<file path="config.mk">
export PLATFORM = sky130hd
export DESIGN_NAME = smpl_iter_ctrl
export DESIGN_NICKNAME = d
export VERILOG_FILES = /design/src/rtl/rast_ctrl_pkg.sv /design/src/rtl/dff.sv /design/src/rtl/smpl_lane_gen.sv /design/src/rtl/smpl_iter_ctrl.sv
export SDC_FILE = /design/constraint.sdc
export NUM_CORES = 2
export LEC_CHECK = 0
export ABC_CLOCK_PERIOD_IN_PS = 11750
export BUFFER_PORTS_ARGS = -buffer_cell sky130_fd_sc_hd__buf_2
export CORE_AREA = 4 4 339 341
export DETAILED_ROUTE_END_ITERATION = 10
export DIE_AREA = 0 0 343 345
export SLEW_MARGIN = 15
export SYNTH_ARGS = -nofsm -noshare
export SYNTH_HDL_FRONTEND = slang
export SYNTH_HIERARCHICAL = 1
export SYNTH_SLANG_ARGS = --single-unit
</file>
<file path="constraint.sdc">
create_clock -name clk -period 11.75 [get_ports clk]
set_input_delay 0.5875 -clock clk [delete_from_list [all_inputs] [get_ports clk]]
set_output_delay 0.5875 -clock clk [all_outputs]
set_load 0.03 [all_outputs]
</file>
<file path="src/rtl/rast_ctrl_pkg.sv">
// rast_ctrl_pkg: shared state encoding and helpers
// for the rasterizer sample-iteration control path.
package rast_ctrl_pkg;

  typedef enum logic {
    WAIT_STATE = 1'b0,
    TEST_STATE = 1'b1
  } state_t;

  function automatic logic [1:0] ss_decode(
    input logic [3:0] ss
  );
    logic [1:0] lg2;
    lg2 = 2'd0;
    unique case (1'b1)
      ss[0]:   lg2 = 2'd3;
      ss[1]:   lg2 = 2'd2;
      ss[2]:   lg2 = 2'd1;
      ss[3]:   lg2 = 2'd0;
      default: lg2 = 2'd0;
    endcase
    return lg2;
  endfunction

  function automatic bit samps_ok(input int s);
    return (s == 1) || (s == 2) || (s == 4) || (s == 8);
  endfunction

endpackage

</file>
<file path="src/rtl/dff.sv">
// dff: enabled register cell with asynchronous
// active-low clear, used for every pipeline flop.
module dff #(
  parameter int W = 1
) (
  input  logic         clk,
  input  logic         rst,
  input  logic         en,
  input  logic [W-1:0] d,
  output logic [W-1:0] q
);

  // clear on reset, load only when enabled
  always_ff @(posedge clk or negedge rst) begin
    if (!rst) begin
      q <= '0;
    end else if (en) begin
      q <= d;
    end
  end

endmodule

</file>
<file path="src/rtl/smpl_lane_gen.sv">
// smpl_lane_gen: expands a cursor into SAMPS lane
// sample positions plus the in-box valid mask.
module smpl_lane_gen #(
  parameter int SIGFIG = 24,
  parameter int SAMPS  = 4
) (
  input  logic [SIGFIG-1:0]                 cur_x,
  input  logic [SIGFIG-1:0]                 cur_y,
  input  logic [SIGFIG-1:0]                 step,
  input  logic [SIGFIG-1:0]                 ur_x,
  output logic [SAMPS-1:0][1:0][SIGFIG-1:0] lane,
  output logic [SAMPS-1:0]                  mask
);

  logic signed [SIGFIG:0] cx_e;
  logic signed [SIGFIG:0] st_e;
  logic signed [SIGFIG:0] ur_e;
  logic signed [SIGFIG:0] lx [SAMPS];

  assign cx_e = {cur_x[SIGFIG-1], cur_x};
  assign st_e = {1'b0, step};
  assign ur_e = {ur_x[SIGFIG-1], ur_x};

  // lane i sits i steps right of the cursor; valid while inside the box
  always_comb begin
    for (int i = 0; i < SAMPS; i++) begin
      lx[i]      = cx_e + st_e * (SIGFIG+1)'(i);
      lane[i][0] = lx[i][SIGFIG-1:0];
      lane[i][1] = cur_y;
      mask[i]    = lx[i] <= ur_e;
    end
  end

endmodule

</file>
<file path="src/rtl/smpl_iter_ctrl.sv">
// smpl_iter_ctrl: walks a triangle's sample box in
// raster order, SAMPS lanes per cycle, with halt flow control.
module smpl_iter_ctrl
  import rast_ctrl_pkg::*;
#(
  parameter int SIGFIG = 24,
  parameter int RADIX  = 10,
  parameter int VERTS  = 3,
  parameter int AXIS   = 3,
  parameter int COLORS = 3,
  parameter int SAMPS  = 4
) (
  input  logic                                 clk,
  input  logic                                 rst,
  input  logic [VERTS-1:0][AXIS-1:0][SIGFIG-1:0] tri_R13S,
  input  logic [COLORS-1:0][SIGFIG-1:0]        color_R13U,
  input  logic                                 validTri_R13H,
  input  logic [1:0][1:0][SIGFIG-1:0]          box_R13S,
  input  logic [3:0]                           subSample_RnnnnU,
  input  logic                                 halt_RnnnnL,
  output logic                                 halt_R13L,
  output logic [VERTS-1:0][AXIS-1:0][SIGFIG-1:0] tri_R14S,
  output logic [COLORS-1:0][SIGFIG-1:0]        color_R14U,
  output logic [SAMPS-1:0][1:0][SIGFIG-1:0]    sample_R14S,
  output logic [SAMPS-1:0]                     validSamp_R14H
);

  localparam int LG_SAMPS = $clog2(SAMPS);
  localparam int TW = VERTS * AXIS * SIGFIG;
  localparam int KW = COLORS * SIGFIG;
  localparam int LW = SAMPS * 2 * SIGFIG;
  localparam int CW = 1 + 6 * SIGFIG;
  localparam int OW = TW + KW + LW + SAMPS;

  if (!samps_ok(SAMPS)) begin : g_bad_samps
    $error("SAMPS must be 1, 2, 4 or 8");
  end

  state_t state;
  state_t nxt_state;
  logic   st_bit;

  logic [SIGFIG-1:0] cur_x, cur_y, ll_x;
  logic [SIGFIG-1:0] ur_x, ur_y, step;
  logic [SIGFIG-1:0] nxt_cx, nxt_cy, nxt_llx;
  logic [SIGFIG-1:0] nxt_urx, nxt_ury, nxt_step;
  logic [SIGFIG-1:0] in_step;

  logic signed [SIGFIG:0] adv_x, adv_y;
  logic signed [SIGFIG:0] urx_e, ury_e;
  logic x_end, y_end, last_group;
  logic accept, emit;

  logic [VERTS-1:0][AXIS-1:0][SIGFIG-1:0] nxt_tri;
  logic [COLORS-1:0][SIGFIG-1:0]          nxt_col;
  logic [SAMPS-1:0][1:0][SIGFIG-1:0]      lane;
  logic [SAMPS-1:0]                       mask;

  logic [CW-1:0] ctl_d, ctl_q;
  logic [OW-1:0] out_d, out_q;

  assign {st_bit, cur_x, cur_y, ll_x,
          ur_x, ur_y, step} = ctl_q;
  assign state = state_t'(st_bit);

  assign in_step = SIGFIG'(1) <<
    (RADIX - int'(ss_decode(subSample_RnnnnU)));

  assign adv_x = {cur_x[SIGFIG-1], cur_x} +
                 ({1'b0, step} << LG_SAMPS);
  assign adv_y = {cur_y[SIGFIG-1], cur_y} +
                 {1'b0, step};
  assign urx_e = {ur_x[SIGFIG-1], ur_x};
  assign ury_e = {ur_y[SIGFIG-1], ur_y};

  assign x_end      = adv_x > urx_e;
  assign y_end      = adv_y > ury_e;
  assign last_group = x_end && y_end;

  assign halt_R13L = halt_RnnnnL &&
    (state == WAIT_STATE || last_group);
  assign accept = validTri_R13H && halt_R13L;

  // next cursor, box latch and state; accept wins over walk
  always_comb begin
    nxt_state = state;
    nxt_cx    = cur_x;
    nxt_cy    = cur_y;
    nxt_llx   = ll_x;
    nxt_urx   = ur_x;
    nxt_ury   = ur_y;
    nxt_step  = step;
    nxt_tri   = tri_R14S;
    nxt_col   = color_R14U;
    emit      = 1'b0;
    if (accept) begin
      nxt_state = TEST_STATE;
      nxt_cx    = box_R13S[0][0];
      nxt_cy    = box_R13S[0][1];
      nxt_llx   = box_R13S[0][0];
      nxt_urx   = box_R13S[1][0];
      nxt_ury   = box_R13S[1][1];
      nxt_step  = in_step;
      nxt_tri   = tri_R13S;
      nxt_col   = color_R13U;
      emit      = 1'b1;
    end else if (state == TEST_STATE) begin
      if (last_group) begin
        nxt_state = WAIT_STATE;
      end else begin
        emit = 1'b1;
        if (!x_end) begin
          nxt_cx = adv_x[SIGFIG-1:0];
        end else begin
          nxt_cx = ll_x;
          nxt_cy = adv_y[SIGFIG-1:0];
        end
      end
    end
  end

  smpl_lane_gen #(
    .SIGFIG (SIGFIG),
    .SAMPS  (SAMPS)
  ) u_lane (
    .cur_x (nxt_cx),
    .cur_y (nxt_cy),
    .step  (nxt_step),
    .ur_x  (nxt_urx),
    .lane  (lane),
    .mask  (mask)
  );

  assign ctl_d = {nxt_state, nxt_cx, nxt_cy, nxt_llx,
                  nxt_urx, nxt_ury, nxt_step};
  assign out_d = {nxt_tri, nxt_col, lane,
                  {SAMPS{emit}} & mask};

  dff #(.W(CW)) u_ctl (
    .clk (clk),
    .rst (rst),
    .en  (halt_RnnnnL),
    .d   (ctl_d),
    .q   (ctl_q)
  );

  dff #(.W(OW)) u_r14 (
    .clk (clk),
    .rst (rst),
    .en  (halt_RnnnnL),
    .d   (out_d),
    .q   (out_q)
  );

  assign {tri_R14S, color_R14U,
          sample_R14S, validSamp_R14H} = out_q;

endmodule

</file>
Word level (Yosys, flattened, before mapping)
Index checks and enable logic that the tools add are counted.
- logic and storage cells: 39
- input port bits: 392
- bits in read-only memories: 0
- bits in latches: 0
- output and inout bits: 485
- flip-flop bits (word level): 629
- memories: 0
- memory bits (writable): 0
- muxes and demuxes: 14
- bitwise operators: 2
- reductions and logical operators: 5
- $mul: 1
- $add $sub $neg: 6
- divide/modulo/power cells: 0
- eq/ne operators: 0
- order comparisons: 6
- shift operators: 1
- operator list (operator ; number):
    two-way mux 24 bit ; 10
    adder 24 x 25 -> 25 bit ; 3
    <= comparator 25 x 24 -> 1 bit ; 3
    greater-than comparator 25 x 24 -> 1 bit ; 2
    left shift 1 x 32 -> 24 bit (first input constant) ; 1
    adder 25 x 24 -> 25 bit ; 1
    adder 25 bit ; 1
    multiplier 24 x 2 -> 25 bit (second input constant) ; 1
    <= comparator 24 bit ; 1
    case mux 2 bit (3 select lines) ; 1
    subtractor 4 x 2 -> 5 bit (first input constant) ; 1
    AND 4 bit ; 1
    logical AND 1 bit ; 3
    two-way mux 1 bit ; 3
    AND reduction 2 bit ; 1
    logical OR 1 bit ; 1
    inverter 1 bit ; 1

Longest topological paths before layout
- word-level depth: 11
- gate-level depth with buffers: 43
- gate-level depth less buffers: 41

Cells and area by module
Netlist, hierarchy kept.
- by module, submodules not included (module ; area an instance (sq um) ; times used ; cells each ; seq. area each (sq um)):
    dff (u_r14) ; 19974.2 ; 1 ; 1022 ; 12111.6
    smpl_iter_ctrl ; 9317.7 ; 1 ; 1193 ; 0.0
    smpl_lane_gen ; 7014.2 ; 1 ; 878 ; 0.0
    dff (u_ctl) ; 5572.8 ; 1 ; 306 ; 3628.5

Worst setup path after synthesis
Ideal clock, no wire load.
- kind: register to register
- start point: register u_ctl.q[0]
- end point: register u_r14.q[3]
- slack: 3099 ps
- path buffers: 3
- stages on the path, launching flop included: 41
- data arrival time: 8526 ps
- setup time: 125 ps
- cell sequence: dfrtp_1 -> ha_1 -> fa_1 -> a21o_1 -> a221oi_1 -> o211ai_1 -> a21o_1 -> a21oi_1 -> o21bai_1 -> xor2_1 -> ha_1 -> nand4_2 -> nor4_2 -> a21boi_2 -> nor4_1 -> o21a_1 -> buf_6 -> or3b_1 -> (+5 left out) -> ha_1 -> inv_1 -> fa_1 -> nor2b_1 -> o21ai_1 -> a21boi_0 -> o21ai_0 -> a21oi_1 -> o31ai_4 -> o21ai_0 -> xor2_1 -> ha_1 -> nand3_1 -> or2_2 -> a31oi_1 -> o21ai_0 -> and2_1 -> mux2_2
- RTL lines (what ; line ; text):
    start, declared ; dff.sv:10 ; output logic [W-1:0] q
    start signal, assigned ; dff.sv:16 ; q <= '0;
    start signal, assigned ; dff.sv:18 ; q <= d;
    end signal, assigned ; dff.sv:16 ;
    end signal, assigned ; dff.sv:18 ;
    end, declared ; dff.sv:10 ;

==> run summary <==
Status: finished clean
Layout area overhead: 17.4%
IO Pins: 877
Flip-flop and latch count after synthesis: 629
Max-Cap Viols: 0
CTS clk-pin slew, worst paths: 0.06 ns
RSZ-0062 raised after global routing: false
FMAX: 97.1 MHz
Total grt overflow: 0
CP max FO: 5
Die Y-Extent: 345 µm
CTS buffer count: 78
CP startpoint kind: register
Final Skew: 0.0270 ns
Yosys warns: 6
Sequential area share after synthesis: 37.6%
Yosys cell types: 90
CP peak stage delay: 0.72 ns
Setup_tns: 0 ns
Area of the multi-input gates: 0.0236 mm²
Via count: 29.3k
Synthesized area: 0.0419 mm²
Most frequent cells in the layout: buf_2 (873), dfrtp_1 (629), mux2_4 (512), mux2_2 (435), ha_1 (263)
DRC: 0
Ranking of synthesized cells by area: dfrtp_1 (38%), mux2_4 (18%), mux2_2 (12%), ha_1 (7.9%), buf_4 (2.4%)
HP Class: in2reg
Setup violators final: 0
# nets final: 4816
Global-route wire length before repair: 209000 µm
Synthesized Nets: 4083
Routed WL: 147000 µm
Kind of critical path: reg2reg
Yosys top cell area share: 37.6%
Ratio of cells with drive above 1 in the final layout: 48.2%
Post-Syn Instances: 3399
Crit-path slowest cell: o21ai_0
# rows: 123
Ys flop type: dfrtp_1
DRT iter0 DRCs: 1684
Hold Violations, Final: 0
Die Footprint: 0.118 mm²
CTS Sinks: 629
Post-Syn Area per Cell: 12.3 µm²
Largest net degree at the start of global routing: 92
Die Wd: 343 µm
Final HPWL DP: 117000 µm
Worst-margin pin slew: 1.08 ns
Post-route ant nets: 0
DRT Pass-1 Iters: 5
Final RePlAce weighted congestion: 0.912
Post-synth ARST share: 100%
H-tree Lvls: 3
Post-Layout Cell Count: 5717
Fill cells: 10.5k
Root buffer cell: clkbuf_16
Crit end category: register
PortBufs: 875
Max Slew Vio Count: 0
Slew headroom: 28.2%
TritonCTS clock tree: done
Design area: 0.0492 mm²
Clock buffer depth: 3
Core ar.: 0.112 mm²
Commonest non-fill, non-tap cell in the layout: buf_2
All-layer global routing usage: 23.9%
Placed inst area: 0.0464 mm²
Vias per inst: 5.13
Routed len/inst: 25.7 µm
Critical Path AT: 10.88 ns
Final min period: 10.30 ns
Vias in the first global route: 29.2k
Register area: 0.0157 mm²
Initial Util: 37.4%
EDFF count, synth: 0
Largest area contributor in the netlist: dfrtp_1
Initial antenna violation count: 48
Clock latency on the worst-skew pair: 0.66 ns
Placed insts: 5551
CP required: 12.33 ns
Tcrit/Tclk final: 87.7%
==> registers in the layout (all words and copies together) (netlist names) <==
name and cells:
u_r14/q 484, u_ctl/q 145
==> worst max-delay path: cells and delay by family, from the launching register on <==
kind	cells	cell delay, ns
and+or+nand+nor	14	4.09
muxes	2	0.27
DFF	1	0.45
AOI/OAI and AO/OA	12	3.44
adders and majority gates	6	1.60
xor gates and xnor gates	1	0.37
==> routing by layer <==
| layer | global-route usage, % | wire [µm] | vias to the layer above |
|---|---|---|---|
| met4 | 9.68 | 6610 | 26 |
| met3 | 8.73 | 13800 | 239 |
| met1 | 27.2 | 55800 | 14473 |
| met5 | 0 | 171 | - |
| li1 | - | - | 13745 |
| met2 | 40.6 | 70600 | 853 |
==> cell type report <==
class,instances,share of cell area [%]
multi-input cells,2375,48.0
flip-flops and latches,629,32.0
repair buffers,923,9.69
clock buffers,103,4.43
well taps,1500,3.82
clock inverters,38,1.01
inverters,125,0.955
diodes,24,0.122
==> synthesized netlist by cell type, types with 17 or more instances <==
cell type and instances:
nor2_1 90, xnor2_1 64, a21o_1 97, nand2_1 135
nand4_1 38, nand3_1 41, fa_1 29, o21a_1 20
buf_4 133, a21oi_1 147, nor3_1 19, mux2i_1 39
mux2_4 512, o21ai_0 135, xor2_1 33, inv_1 125
buf_2 48, clkbuf_1 27, dfrtp_1 629, buf_6 40
a31oi_1 17, and3_1 17, nor2b_1 42, mux2_2 435
ha_1 263, buf_8 17
==> final timing paths <==
check	from	endpoint	slack [ns]	cells past startpoint
worst min register to register	u_r14/q[191]$_DFFE_PN0P_	u_r14/q[191]$_DFFE_PN0P_	0.50	1
worst max register to register	u_ctl/q[0]$_DFFE_PN0P_	u_r14/q[1]$_DFFE_PN0P_	1.45	35
max in group asynchronous	rst	u_r14/q[154]$_DFFE_PN0P_	8.85	4
worst max-delay path	u_ctl/q[0]$_DFFE_PN0P_	u_r14/q[1]$_DFFE_PN0P_	1.45	35
min in group asynchronous	rst	u_r14/q[43]$_DFFE_PN0P_	0.56	2
worst min-delay path	box_R13S[74]	u_ctl/q[26]$_DFFE_PN0P_	0.27	4
==> cells by family (layout without fill, tap and decap cells) <==
kind of cell             Yosys count  in the layout  share of synthesized area (%)
buffers and inverters            395           1189                           6.17
multiplexers                     995            995                           31.2
other                              0             24                              0
AO/OA/AOI/OAI                    553            553                           8.60
XOR/XNOR                          97             97                           2.03
flip-flops                       629            629                           37.6
adder cells (fa/ha/maj)          292            292                           9.24
AND/OR/NAND/NOR                  438            438                           5.15
==> through the flow <==
step	hold slack, ns	utilization (%)	setup slack, ns
6_report	0.274	43.9	1.45
5_1_grt	0.250	43.9	0.767
4_1_cts	0.214	43.9	1.38
3_5_place_dp	0.487	41.5	1.43
3_3_place_gp	0.489	41.5	1.57
2_1_floorplan	0.292	-	3.10
==> what timing repair did <==
| item | CTS | global route |
|---|---|---|
| gates resized for setup | 0 | 0 |
| hold endpoints to repair | 83 | 0 |
| buffers inserted | 0 | 0 |
| hold buffers | 1 | 0 |
Power is left out: the tool's default activity adds up to more than one toggle a clock period on the data nets, which glitch-free logic cannot reach.
